## src/rtl/sc_stoch_to_bin.sv

```systemverilog
// Stochastic-to-binary converter: counts ones over a window of 2^WIDTH valid samples and
// presents the total (unipolar) or total minus N/2 (bipolar) through a valid/ready handshake.
module sc_stoch_to_bin #(
  parameter int WIDTH   = 8,
  parameter bit BIPOLAR = 1'b0
) (
  input  logic           clk,
  input  logic           rst,
  input  logic           start,
  input  logic           in_bit,
  input  logic           in_valid,
  output logic           busy,
  output logic [WIDTH:0] out_data,
  output logic           out_valid,
  input  logic           out_ready
);

  // state | meaning
  // IDLE  | waiting for start; samples are dropped
  // COUNT | accumulating valid samples of the current window
  // HOLD  | result presented, waiting for out_ready
  typedef enum logic [1:0] {
    IDLE  = 2'd0,
    COUNT = 2'd1,
    HOLD  = 2'd2
  } state_t;

  localparam logic [WIDTH-1:0] SMP_LAST = {WIDTH{1'b1}};
  localparam logic [WIDTH:0]   HALF     = {2'b01, {(WIDTH-1){1'b0}}};

  state_t           state;
  state_t           state_nxt;
  logic             clr;
  logic             take;
  logic             take_last;
  logic [WIDTH-1:0] smp_cnt;
  logic [WIDTH:0]   ones_cnt;
  logic [WIDTH:0]   ones_final;
  logic [WIDTH:0]   result;

  assign take       = (state == COUNT) && in_valid;
  assign take_last  = take && (smp_cnt == SMP_LAST);
  assign ones_final = ones_cnt + {{WIDTH{1'b0}}, in_bit};
  // Bipolar result is the half-scaled value x*N/2, wrapping naturally into two's complement.
  assign result     = BIPOLAR ? (ones_final - HALF) : ones_final;

  always_comb begin
    state_nxt = state;
    clr       = 1'b0;
    case (state)
      IDLE: begin
        if (start) begin
          state_nxt = COUNT;
          clr       = 1'b1;
        end
      end
      COUNT: begin
        if (take_last) state_nxt = HOLD;
      end
      HOLD: begin
        if (out_ready) begin
          if (start) begin
            state_nxt = COUNT;
            clr       = 1'b1;
          end else begin
            state_nxt = IDLE;
          end
        end
      end
      default: state_nxt = IDLE;
    endcase
  end

  always_ff @(posedge clk) begin
    if (rst) begin
      state    <= IDLE;
      smp_cnt  <= '0;
      ones_cnt <= '0;
      out_data <= '0;
    end else begin
      state <= state_nxt;
      if (clr) begin
        smp_cnt  <= '0;
        ones_cnt <= '0;
      end else if (take) begin
        smp_cnt  <= smp_cnt + 1'b1;
        ones_cnt <= ones_final;
      end
      if (take_last) out_data <= result;
    end
  end

  assign busy      = (state == COUNT);
  assign out_valid = (state == HOLD);

endmodule

```

## config.mk

```make
export PLATFORM = sky130hd
export DESIGN_NAME = sc_stoch_to_bin
export DESIGN_NICKNAME = d
export VERILOG_FILES = /design/src/rtl/sc_stoch_to_bin.sv
export SDC_FILE = /design/constraint.sdc
export NUM_CORES = 1
export LEC_CHECK = 0
export BUFFER_PORTS_ARGS = -buffer_cell sky130_fd_sc_hd__buf_2
export CELL_PAD_IN_SITES_DETAIL_PLACEMENT = 1
export CELL_PAD_IN_SITES_GLOBAL_PLACEMENT = 1
export CORE_MARGIN = 10
export CORE_UTILIZATION = 38
export DETAILED_ROUTE_END_ITERATION = 12
export HOLD_SLACK_MARGIN = 0.15
export MAX_ROUTING_LAYER = met4
export PLACE_DENSITY = 0.84
export SLEW_MARGIN = 20
export SYNTH_ARGS = -nofsm -noshare
export SYNTH_HDL_FRONTEND = slang
export SYNTH_SLANG_ARGS = --single-unit
```

## constraint.sdc

```tcl
create_clock -name clk -period 1.7 [get_ports clk]
set_clock_uncertainty 0.2 [all_clocks]
set_input_delay 0.085 -clock clk [delete_from_list [all_inputs] [get_ports clk]]
set_output_delay 0.085 -clock clk [all_outputs]
set_load 0.005 [all_outputs]
```

Word level (Yosys, flattened, before mapping). Index checks and enable logic that the tools add are counted.

Flip-flop bits (word level): 28. Output and inout bits: 11. Word-level logic and storage cells: 25.

Equal/unequal tests: 6. Add/sub/neg operators: 2. Mux-type cells: 8. Reductions and logical operators: 5.

Operators by type and width (number): $add A9 B1 Y9 (1); $add A8 B1 Y8 const B (1); $eq A8 B8 Y1 const B (1); $mux W2 (3); $pmux W2 S3 (1); $ne A2 B1 Y1 const B (2); $mux W1 (3); $reduce_and A3 Y1 (1); $eq A2 B1 Y1 const B (1); $eq A2 B2 Y1 const B (1); $logic_and A1 B1 Y1 (2); $logic_not A2 Y1 (1); $ne A2 B2 Y1 const B (1); $pmux W1 S2 (1); $reduce_or A2 Y1 (1).

Longest topological paths before layout.
Depth after elaboration: 5. Depth in mapped cells: 6.

Worst setup path after synthesis. Ideal clock, no wire load.

Path type: reg-to-reg. Start: reg smp_cnt[0]. End: reg out_data[5]. Buffers on the path: 1. Stages on the path, launching flop included: 7. Required time: 1421 ps. Data arrival time: 1525 ps. Path slack: -105 ps. Cells stage by stage: dfxtp_1 ha_1 nand3_1 nor4_4 buf_6 nor2_1 a211oi_2.

Cells in the longest elaborated chain, start to end: 2.

Ends and longest elaborated chain: from (decl) (RTL line 36) `logic [WIDTH-1:0] smp_cnt;`; from (signal assigned) (RTL line 86) `smp_cnt <= smp_cnt + 1'b1;`; $eq A8 B8 Y1 (RTL line 42) `assign take_last = take && (smp_cnt == SMP_LAST);`; $logic_and A1 B1 Y1 (RTL line 42); to (signal assigned) (RTL line 89) `if (take_last) out_data <= result;`; to (decl) (RTL line 13) `output logic [WIDTH:0] out_data,`.

No other way between the ends. A chain may end at the register's enable or synchronous reset.

Worst setup path after layout.
Start: reg state[1]. End: reg out_data[2].

Cells in the longest elaborated chain, start to end: 3.

Ends and longest elaborated chain: from (decl) (RTL line 31) `state_t state;`; from (signal assigned) (RTL line 81) `state <= state_nxt;`; $eq A2 B1 Y1 (RTL line 41) `assign take = (state == COUNT) && in_valid;`; $logic_and A1 B1 Y1 (RTL line 41); $logic_and A1 B1 Y1 (RTL line 42).

No other way between the ends.

==> results.toml <==
[floorplan]
initial_utilization_pct = 38.9
fp.dieW_um = 78.2
core_area_um2 = 3310
dieArea_um2 = 6120
rows = 21
die_h_um = 78.2
ios = 17

[yosys]
syn_area_per_cell_um2 = 8.95
syn_area_um2 = 1290
syn_inst = 144
ys_warn_count = 0
synth_edf_count = 0
yosys.area.top_type = "dfxtp_1"
muxShareOfSynthArea_pct = 1.55
synthArstFlopShare_pct = 0
syn_nets = 153
ys_top_cells_by_area = "dfxtp_1 43%, xor2_1 7.5%, nor2_1 7.3%"
yosysSeqAreaShare_pct = 43.5
synthAdderAreaFrac_pct = 2.91
synth_top_area_share_pct = 43.5
yosys.area_share.simple_pct = 26.1
ys_ff_latch = 28
synth_xor_area_share_pct = 14.3
synth_ff_type = "dfxtp_1"
synthDistinctLibCells = 28
synth_top_family_by_area = "simple AND/OR/NAND/NOR gates"
synth_compound_area_share_pct = 7.48

[finish]
antenna_cells = 0
fillerInstances = 386
utilization_pct = 54.1
drive_gt1_share_pct = 33.0
syn2layout_area_growth_pct = 39.0
post-route-cell-area_um2 = 1790
fin_cells = 231
num-nets-final = 196

[clock_tree]
cts_tree = "done"
cts_sinks = 28
clock_path_buffers = 2
cts_buffers = 3
clkSlewWorstSetupHoldPaths_ns = 0.15
clock_latency_ns = 0.34
htree_levels = 1
ctsHoldBuffers = 7
root_buffer = "clkbuf_4"

[placed_design]
preCtsSetupSlack_ns = -0.0443
dpl.hpwl_um = 2520
dp.cells = 212
gp_congestion = 0.879
portBuffers = 16
placed_area_um2 = 1560

[global_route]
grt.total_usage_pct = 12.0
antenna_found_initial = 0
first_global_vias = 1207
grt_overflow = 0
grt_pass1_wl_um = 5870
grt_max_degree = 18

[timing]
maxSlewHeadroom_pct = 74.8
setup_viol = 3
rsz0062_at_grt = "yes"
finalWorstSetupSlack_ns = -0.0547
slew_violations = 0
finalHoldViolations = 0
tightest_slew_ns = 0.374
finalCriticalPeriod_ns = 1.75
timing.fmax_mhz = 570
post-route-period-util_pct = 103

[power]
p_leak_nw = 0.688
p_per_area_nw_per_um2 = 581
peakVddDrop_v = 0.000211

[outcome]
status = "finished with violations"
failed_checks = "negative setup slack"

[detailed_routing]
vias = 1199
dr.first_iter.drc_count = 78
wl_per_cell_um = 18.6
viasPerCell = 5.19
drt-total-wl_um = 4290
drc_errors = 0
drtAntennaViolNets = 0
first_pass_iters = 9

[critical_path]
max_stage_delay_ns = 0.36
crit_chain = "nand3b_4 > nor4_4 > buf_4 > buf_12 > nor2_1 > a211oi_1"
required_ns = 1.74
worstPathArrival_ns = 1.80
rr_worst_depth = 6
cp_slowest_cell = "dfxtp_2"
endpoint_kind = "register"
worst_setup_path_start_kind = "register"
critical_path_class = "register to register"
cp_max_fo = 8

[worst_hold_path]
min_path_type = "input pin to register"
hold_depth = 5

[run]
cap_viol_max_count = 0
==> power breakdown <==
group / internal (mW) / switching [mW] / total (mW) / leakage, nW
Clock: 0.0835 / 0.203 / 0.287 / 0.0138
Combinational: 0.0428 / 0.0461 / 0.0889 / 0.446
Sequential: 0.661 / 0.00408 / 0.665 / 0.229
==> area by class of cell <==
cell class | instances | area, um^2 | share of cell area (%)
Timing Repair Buffer | 46 | 382 | 21.3
Tap cell | 46 | 57.6 | 3.21
Multi-Input combinational cell | 104 | 747 | 41.7
Inverter | 4 | 15.0 | 0.838
Sequential cell | 28 | 568 | 31.7
Clock buffer | 3 | 22.5 | 1.26
==> path summary, 6_finish.rpt <==
path | start | endpoint | slack [ns]
max | state[1] | out_data[2] | -0.05
min | in_valid | smp_cnt[6] | 0.1
max reg2reg | state[1] | out_data[2] | -0.05
min reg2reg | out_data[0] | out_data[0] | 0.33
==> registers in the layout (all words and copies together), names as in the netlist <==
signal,flops
state,2
smp_cnt,8
ones_cnt,9
out_data,9
==> synth_stat cells (2+ instances only) <==
cell	instances
dfxtp_1	28
a21oi_1	5
ha_1	3
nand4_1	4
inv_1	4
nor3_1	2
nor2b_1	2
xor2_1	11
nand2b_1	2
nand2_1	14
mux2i_1	2
a211oi_2	2
nor2_1	25
xnor2_1	10
nand3_1	7
nor4_1	2
clkbuf_1	6
a211oi_1	5
==> critical path, delay by kind of cell (launching register included) <==
family / cells / cell delay, ns
buf+inv: 2 / 0.31
compound gates: 1 / 0.27
simple gates: 3 / 0.52
flops: 1 / 0.36
==> layer usage <==
metal / track usage, % / wire length [um] / share of wire, % / up-vias
met5: - / 0 / 0 / -
met4: 4.30 / 102 / 2.4 / 0
met3: 2.05 / 142 / 3.3 / 8
met2: 20.1 / 2280 / 53 / 31
met1: 14.2 / 1770 / 41 / 598
li1: - / - / - / 562
==> what timing repair did <==
action | CTS | global route
hold endpoints to repair | 19 | 3
resized for setup | 2 | 10
cloned | 0 | 1
buffers inserted | 2 | 6
pin swaps | 1 | 4
setup endpoints to repair | 8 | 15
==> cell usage in the layout (no fill, tap or decap), drive strengths merged, types with 3 or more instances in the layout <==
cell and n:
a21oi 5, xnor2 10, nand3 7, ha 3, buf 38, nand4 4
inv 4, nor2 25, dfxtp 28, xor2 11, nor4 3, clkbuf 4
a211oi 7, dlygate4sd3 7, nand2 14
==> metrics by stage <==
step | hold WS [ns] | setup TNS [ns] | total power [mW]
2_1_floorplan | -0.0422 | -0.0334 | 0.713
3_3_place_gp | 0.208 | 0 | 0.743
3_5_place_dp | 0.226 | -0.117 | 0.747
4_1_cts | 0.116 | 0 | 1.02
5_1_grt | 0.112 | -0.634 | 1.08
6_report | 0.0976 | -0.0768 | 1.04
==> cells by family after synthesis <==
logic type,Yosys count
simple gates,65
flops,28
buf+inv,12
compound gates,13
mux,2
fa+ha+maj,3
xor+xnor,21
(Power assumes the default switching activity.)
